--- src/rtl/fetch_pkg.sv ---
// Shared types and constants for the instruction prefetch unit.
package fetch_pkg;

  localparam int unsigned INSTR_BYTES = 4;

  typedef enum logic [1:0] {
    ST_REQ  = 2'd0,
    ST_WAIT = 2'd1,
    ST_DROP = 2'd2
  } fetch_state_e;

endpackage

--- src/rtl/fetch_fifo.sv ---
// Synchronous FIFO with flush; head data reads as zero while empty.
module fetch_fifo #(
  parameter int unsigned WIDTH = 8,
  parameter int unsigned DEPTH = 4
) (
  input  logic                         clk,
  input  logic                         reset,
  input  logic                         push_i,
  input  logic                         pop_i,
  input  logic                         flush_i,
  input  logic [WIDTH-1:0]             wdata_i,
  output logic [WIDTH-1:0]             rdata_o,
  output logic                         empty_o,
  output logic                         full_o,
  output logic [$clog2(DEPTH+1)-1:0]   count_o
);

  localparam int unsigned PTR_W = $clog2(DEPTH);
  localparam int unsigned CNT_W = $clog2(DEPTH + 1);

  logic [WIDTH-1:0] mem_q [DEPTH];
  logic [PTR_W-1:0] wr_ptr_q, wr_ptr_d;
  logic [PTR_W-1:0] rd_ptr_q, rd_ptr_d;
  logic [CNT_W-1:0] count_q, count_d;
  logic             do_push;
  logic             do_pop;

  assign empty_o = (count_q == '0);
  assign full_o  = (count_q == CNT_W'(DEPTH));
  assign do_push = push_i && !full_o && !flush_i;
  assign do_pop  = pop_i && !empty_o && !flush_i;

  // Flush wins over any push or pop in the same cycle.
  always_comb begin
    wr_ptr_d = wr_ptr_q;
    rd_ptr_d = rd_ptr_q;
    count_d  = count_q;
    if (flush_i) begin
      wr_ptr_d = '0;
      rd_ptr_d = '0;
      count_d  = '0;
    end else begin
      if (do_push) wr_ptr_d = wr_ptr_q + PTR_W'(1);
      if (do_pop)  rd_ptr_d = rd_ptr_q + PTR_W'(1);
      if (do_push && !do_pop)      count_d = count_q + CNT_W'(1);
      else if (do_pop && !do_push) count_d = count_q - CNT_W'(1);
    end
  end

  always_ff @(posedge clk) begin
    if (reset) begin
      wr_ptr_q <= '0;
      rd_ptr_q <= '0;
      count_q  <= '0;
    end else begin
      wr_ptr_q <= wr_ptr_d;
      rd_ptr_q <= rd_ptr_d;
      count_q  <= count_d;
    end
  end

  always_ff @(posedge clk) begin
    if (do_push) mem_q[wr_ptr_q] <= wdata_i;
  end

  assign rdata_o = empty_o ? '0 : mem_q[rd_ptr_q];
  assign count_o = count_q;

endmodule

--- src/rtl/fetch_prefetch_unit.sv ---
// Sequential-PC instruction prefetcher: one outstanding icache request, queue to decode, redirect flush.
module fetch_prefetch_unit
  import fetch_pkg::*;
#(
  parameter int unsigned       ADDR_W   = 64,
  parameter int unsigned       INSTR_W  = 32,
  parameter int unsigned       DEPTH    = 4,
  parameter logic [ADDR_W-1:0] RESET_PC = '0
) (
  input  logic                        clk,
  input  logic                        reset,
  input  logic                        redirect_valid,
  input  logic [ADDR_W-1:0]           redirect_pc,
  output logic                        req_valid,
  input  logic                        req_ready,
  output logic [ADDR_W-1:0]           req_addr,
  input  logic                        rsp_valid,
  input  logic [INSTR_W-1:0]          rsp_data,
  output logic                        dec_valid,
  input  logic                        dec_ready,
  output logic [INSTR_W-1:0]          dec_instr,
  output logic [ADDR_W-1:0]           dec_pc,
  output logic [$clog2(DEPTH+1)-1:0]  queue_count
);

  localparam int unsigned ENTRY_W = ADDR_W + INSTR_W;

  fetch_state_e        state_q, state_d;
  logic [ADDR_W-1:0]   fetch_pc_q, fetch_pc_d;
  logic [ADDR_W-1:0]   inflight_pc_q, inflight_pc_d;
  logic                req_fire;
  logic                fifo_push;
  logic                fifo_pop;
  logic                fifo_flush;
  logic                fifo_full;
  logic                fifo_empty;
  logic [ENTRY_W-1:0]  head_entry;
  logic                unused_redirect_lsb;

  assign req_fire = req_valid && req_ready;

  always_ff @(posedge clk) begin
    if (reset) state_q <= ST_REQ;
    else       state_q <= state_d;
  end

  // A response always closes the outstanding request, even when a redirect makes it stale.
  always_comb begin
    state_d = state_q;
    case (state_q)
      ST_REQ:  if (req_fire) state_d = ST_WAIT;
      ST_WAIT: begin
        if (rsp_valid)           state_d = ST_REQ;
        else if (redirect_valid) state_d = ST_DROP;
      end
      ST_DROP: if (rsp_valid) state_d = ST_REQ;
      default: state_d = ST_REQ;
    endcase
  end

  always_comb begin
    req_valid = 1'b0;
    fifo_push = 1'b0;
    case (state_q)
      ST_REQ:  req_valid = !reset && !fifo_full && !redirect_valid;
      ST_WAIT: fifo_push = rsp_valid && !redirect_valid;
      default: ;
    endcase
  end

  assign fifo_flush = redirect_valid;
  assign fifo_pop   = dec_valid && dec_ready && !redirect_valid;

  always_comb begin
    fetch_pc_d    = fetch_pc_q;
    inflight_pc_d = inflight_pc_q;
    if (redirect_valid)  fetch_pc_d = {redirect_pc[ADDR_W-1:2], 2'b00};
    else if (req_fire)   fetch_pc_d = fetch_pc_q + ADDR_W'(INSTR_BYTES);
    if (req_fire) inflight_pc_d = fetch_pc_q;
  end

  always_ff @(posedge clk) begin
    if (reset) begin
      fetch_pc_q    <= RESET_PC;
      inflight_pc_q <= '0;
    end else begin
      fetch_pc_q    <= fetch_pc_d;
      inflight_pc_q <= inflight_pc_d;
    end
  end

  assign unused_redirect_lsb = ^redirect_pc[1:0];
  assign req_addr = fetch_pc_q;

  fetch_fifo #(
    .WIDTH (ENTRY_W),
    .DEPTH (DEPTH)
  ) u_queue (
    .clk     (clk),
    .reset   (reset),
    .push_i  (fifo_push),
    .pop_i   (fifo_pop),
    .flush_i (fifo_flush),
    .wdata_i ({inflight_pc_q, rsp_data}),
    .rdata_o (head_entry),
    .empty_o (fifo_empty),
    .full_o  (fifo_full),
    .count_o (queue_count)
  );

  assign dec_valid = !fifo_empty;
  assign dec_pc    = head_entry[ENTRY_W-1:INSTR_W];
  assign dec_instr = head_entry[INSTR_W-1:0];

endmodule

--- config.mk ---
export PLATFORM = sky130hd
export DESIGN_NAME = fetch_prefetch_unit
export DESIGN_NICKNAME = d
export VERILOG_FILES = /design/src/rtl/fetch_pkg.sv /design/src/rtl/fetch_fifo.sv /design/src/rtl/fetch_prefetch_unit.sv
export SDC_FILE = /design/constraint.sdc
export NUM_CORES = 1
export LEC_CHECK = 0
export ABC_AREA = 1
export CAP_MARGIN = 40
export CELL_PAD_IN_SITES_DETAIL_PLACEMENT = 0
export CELL_PAD_IN_SITES_GLOBAL_PLACEMENT = 2
export CORE_MARGIN = 2
export CORE_UTILIZATION = 35
export DETAILED_ROUTE_END_ITERATION = 10
export PLACE_DENSITY_LB_ADDON = 0.25
export REMOVE_ABC_BUFFERS = 1
export SLEW_MARGIN = 20
export SYNTH_ARGS = -nofsm -noshare
export SYNTH_HDL_FRONTEND = slang
export SYNTH_SLANG_ARGS = --single-unit
--- constraint.sdc ---
create_clock -name clk -period 6.55 [get_ports clk]
set_input_delay 0.655 -clock clk [delete_from_list [all_inputs] [get_ports clk]]
set_output_delay 0.655 -clock clk [all_outputs]
set_load 0.05 [all_outputs]
Word-level counts from Yosys, hierarchy flattened
Memories as Yosys holds them, arrays and structs flattened. A register that Yosys moved wholly into a read port is not among the register bits. Cells that the tools add are included.

Memories: 1. Bits in registers: 137. Memory bits (writable): 384.

Reductions and logical operators: 24. $add $sub $neg: 5. Equality and inequality tests: 6. Multiplexer cells: 16.

Memory list: u_queue.mem_q (depth 4, width 96, rd ports 1, clocked after Yosys merged registers in 1, write ports 1, RTL line fetch_fifo.sv:21) `logic [WIDTH-1:0] mem_q [DEPTH];`.

Operators with widths (count): $mux 64 (2); $mux 96 (1); $add 64x3->64 const B (1); $logic_and 1x1->1 (12); $mux 2 (6); $logic_not 1->1 (6); $mux 3 (2); $pmux 2 s3 (1); $add 2x1->2 const B (2); $mux 1 (4); $ne 2x2->1 const B (2); $reduce_bool 2->1 (2); $add 3x1->3 const B (1); $eq 3x3->1 const B (1); $logic_not 3->1 (1); $ne 3x3->1 const B (1); $reduce_and 3->1 (1); $sub 3x1->3 const B (1); $eq 2x1->1 const B (1); $eq 2x2->1 const B (1); $logic_not 2->1 (1); $reduce_or 2->1 (1).

Longest topological paths before layout
Word-level depth: 9. Depth in mapped cells: 14. Gate-level depth less buffers: 12.

Modules after synthesis
Synthesis repeated with hierarchy kept, for this count alone.

Cell total of the unflattened synthesis: 2370. Area total of the unflattened synthesis: 22510.3 µm².

Modules (own cells, without submodules): fetch_fifo (instances 1, area each 15344.7 µm², cells each 1206); fetch_prefetch_unit (instances 1, area each 7165.6 µm², cells each 1164).

Worst setup path before layout
No wires, ideal clock.

Path kind: input to register. Start: in redirect_valid. End: mem u_queue.mem_q[0][0] (netlist name) (enable). Cell stages on the path: 4. Required time: 6.002 ns. Arrival time: 5.139 ns. Buffers on the path: 1. Path slack: 0.863 ns. Path through: buf_2 nor4_1 nand2_1 nor2_1.

Cells in the longest elaborated chain, start to end: 7.

Ends and longest elaborated chain: start: declaration (RTL line fetch_prefetch_unit.sv:12) `input logic redirect_valid,`; $logic_not 1->1 (*) (RTL line fetch_fifo.sv:30, fetch_prefetch_unit.sv:66); $logic_and 1x1->1 (RTL line fetch_prefetch_unit.sv:66) `ST_WAIT: fifo_push = rsp_valid && !redirect_valid;`; $mux 1 (RTL line fetch_prefetch_unit.sv:64) `case (state_q)`; $logic_and 1x1->1 (RTL line fetch_fifo.sv:30) `assign do_push = push_i && !full_o && !flush_i;`; $logic_and 1x1->1 (*) (RTL line fetch_fifo.sv:30); $mux 1 (*) (RTL line fetch_fifo.sv:63) `if (do_push) mem_q[wr_ptr_q] <= wdata_i;`; $mux 1 (implied by the code) (*) (RTL line fetch_fifo.sv:63); end: declaration (RTL line fetch_fifo.sv:21).

Mark *: on every way between the ends. The rest lies on a longest branch, timed or not.

==> results by group <==
STA
  – Fin. max-slew vios: 0
  – Clock skew: 0.0345 ns
  – Final Setup Violations: 0
  – Fmax: 205 MHz
  – Setup WS post-layout: 1.67 ns
  – Tcrit/Tclk final: 74.5%
  – Slew of the pin with the lowest slew margin: 0.838 ns
  – Final min period: 4.88 ns
  – Max_slew headroom: 44.2%
  – Fin. Hold Viols: 0
  – RSZ-0062 raised after global routing: false

Global routing
  – Vias in the first global route: 15700
  – Initial antenna violation count: 1
  – Remaining Overflow, GRT: 0
  – Largest net degree at the start of global routing: 97
  – Total track usage: 20.2%
  – First-pass GRT wire length: 99.8 mm

Pwr
  – Power Density: 258 mW/mm^2
  – Worst vdd ir: 182 uV
  – Leak pwr: 0.00952 uW

Placement
  – IO buf count: 260
  – Placed Cells: 3302
  – GPL Wtd Cong: 0.838
  – Worst slack, placed: 2.03 ns
  – DP HPWL: 41.8 mm

Synthesis
  – Async SR Flop Fraction: 0%
  – Dominant cell type by area after synthesis: edfxtp_1
  – Top cell type's share of synthesized area: 51.0%
  – Synth area leaders: edfxtp_1, dfxtp_1, nor2_1, nand2_1, o21ai_0
  – Synth Flop Type: edfxtp_1
  – Seq/Total Area, Yosys: 63.2%
  – Mapped cell area: 0.0222 sq mm
  – Warnings from Yosys: 0
  – Cell count after synthesis: 2296
  – Post-synth EDFFs: 376
  – Flop and latch count out of synthesis: 511
  – Mapped Avg Cell Area: 9.65 sq um
  – Post-synth cell types: 42

Setup path
  – Setup crit end kind: primary output
  – CP Cell Sequence: buf_4, buf_4, buf_16, nor2_1, nor2_1, o21ai_0, a21oi_1, clkdlybuf4s50_1
  – Critical Path RT: 5.89 ns
  – Buf/Inv on CP: 4
  – Slowest cell delay on critical path: 0.86 ns
  – Critical Path Source Type: register
  – Critical path's slowest cell: clkdlybuf4s50_1
  – CP delay by family, top: buffers and inverters
  – R2R Path Start: u_queue.count_o[0]$_SDFFE_PP0P_
  – CP Max Fanout: 67
  – Worst Setup Path Type: register to primary output
  – Critical path arrival: 4.22 ns

Detailed routing
  – Final ANT Viol Nets: 0
  – # DRC: 0
  – Average routed wire per standard cell: 19.8 um
  – DRT Wirelength: 67.6 mm
  – Vias per Instance: 4.83
  – Via Count: 16500
  – Met3 wire len: 2.82 mm
  – Uppermost layer routed: met4
  – Pre-antenna DRT Iters: 5
  – WL met1: 30.3 mm
  – 1st-iter DRT viols: 1138
  – Routed met2 length: 32.7 mm

Die
  – Die Y: 256 um
  – Die area: 0.0653 sq mm
  – Core Area: 0.0629 sq mm
  – Initial core utilization: 35.3%
  – FP Rows: 92
  – Width of the die: 256 um
  – I/O pin cnt: 267

Clocking
  – Htree depth: 2
  – CTS buffer count: 56
  – CTS hold repair buffers: 0
  – Post CTS Setup Buffer Count: 0
  – CTS Root Cell: clkbuf_16
  – Clk Latency, worst-skew pair: 0.62 ns
  – Longest Clk Path Bufs: 3
  – Number of clock sinks: 511
  – Clk slew on worst S/H paths: 0.06 ns
  – TritonCTS clock tree: yes
  – PostCTS Resize Cnt: 0

Finish
  – Fillers: 6054
  – Most frequent cells in the layout: nor2_1, edfxtp_1, nand2_1
  – Layout cells sized above 1: 6.64%
  – Area delta synth->final: 23.4%
  – Final non-filler cell total: 3408
  – ANT cells: 0
  – Layout net count: 2624
  – Most common cell after layout, fill and taps aside: nor2_1

Outcome
  – Status: finished clean

Min path
  – HP Start: reset
  – Class of the worst hold path: input port to register

Job
  – Max-Cap Viols: 0
[routing by layer]
layer  up-vias  GRT usage [%]
li1       8138              -
met5         -              0
met4         0           5.82
met1      7895           26.7
met2       338           34.2
met3        95           3.20
[kinds of logic (layout without fill, tap and decap cells)]
family | after synthesis | count (layout) | share of synthesized area (%)
AND/OR/NAND/NOR | 987 | 987 | 18.3
flip-flops | 511 | 511 | 63.2
AO/OA/AOI/OAI | 471 | 471 | 11.5
buffers and inverters | 299 | 562 | 5.79
XOR/XNOR | 20 | 20 | 0.791
adder cells (fa/ha/maj) | 7 | 7 | 0.429
other | 1 | 4 | 0.0169
[worst paths after layout]
path                                         to  slack [ns]  cells past startpoint
setup / recovery                     dec_pc[51]        1.67                      8
hold / removal    inflight_pc_q[3]$_SDFFE_PP0P_        0.28                      2
setup reg to reg      req_addr[54]$_SDFFE_PP0P_        3.80                     12
hold reg to reg                        register        0.47                      2
[final cells by class]
type / count / area (sq um) / share of cell area, %
Clock buffer: 87 / 1630 / 5.96
Clock inverter: 18 / 156 / 0.572
Multi-Input combinational cell: 1489 / 6920 / 25.3
Sequential cell: 511 / 14000 / 51.2
Timing Repair Buffer: 281 / 2910 / 10.6
Tap cell: 846 / 1060 / 3.87
Inverter: 176 / 672 / 2.46
[power breakdown]
part	total, uW	switching, uW	leakage [uW]	internal (uW)
clock network	3040	1290	0.000857	1750
registers	3570	65.0	0.00451	3500
logic	462	300	0.00415	162
total	7070	1650	0.00952	5420
[sequential cells by signal, summed over array words and instances, names as in the netlist, named ones only]
register and count:
u_queue.count_o 3, req_addr 62, u_queue.mem_q 376, inflight_pc_q 62, u_queue.wr_ptr_q 2, u_queue.rd_ptr_q 2, state_q 2
[synthesized netlist by cell type (20+ instances only)]
| cell type | count |
|---|---|
| o21ai_0 | 245 |
| dfxtp_1 | 135 |
| nor2_1 | 525 |
| a211oi_2 | 20 |
| a21oi_1 | 164 |
| nand3_1 | 57 |
| o21ai_1 | 21 |
| xor2_1 | 20 |
| clkbuf_1 | 51 |
| nand2_1 | 339 |
| edfxtp_1 | 376 |
| inv_1 | 170 |
| buf_2 | 41 |
[stage by stage]
step / util, % / instance area, sq um / hold WS, ns / setup TNS [ns] / power (uW)
after floorplan: - / 21500 / 0.436 / -95.46 / 3860
after global placement: 40.5 / 25400 / 0.439 / 0 / 4100
after detailed placement: 40.6 / 25500 / 0.454 / 0 / 4100
after CTS: 43.5 / 27300 / 0.256 / 0 / 7160
after global routing: 43.5 / 27300 / 0.282 / 0 / 7310
final: 43.5 / 27300 / 0.285 / 0 / 7070
Power figures use the tool's default switching activity.
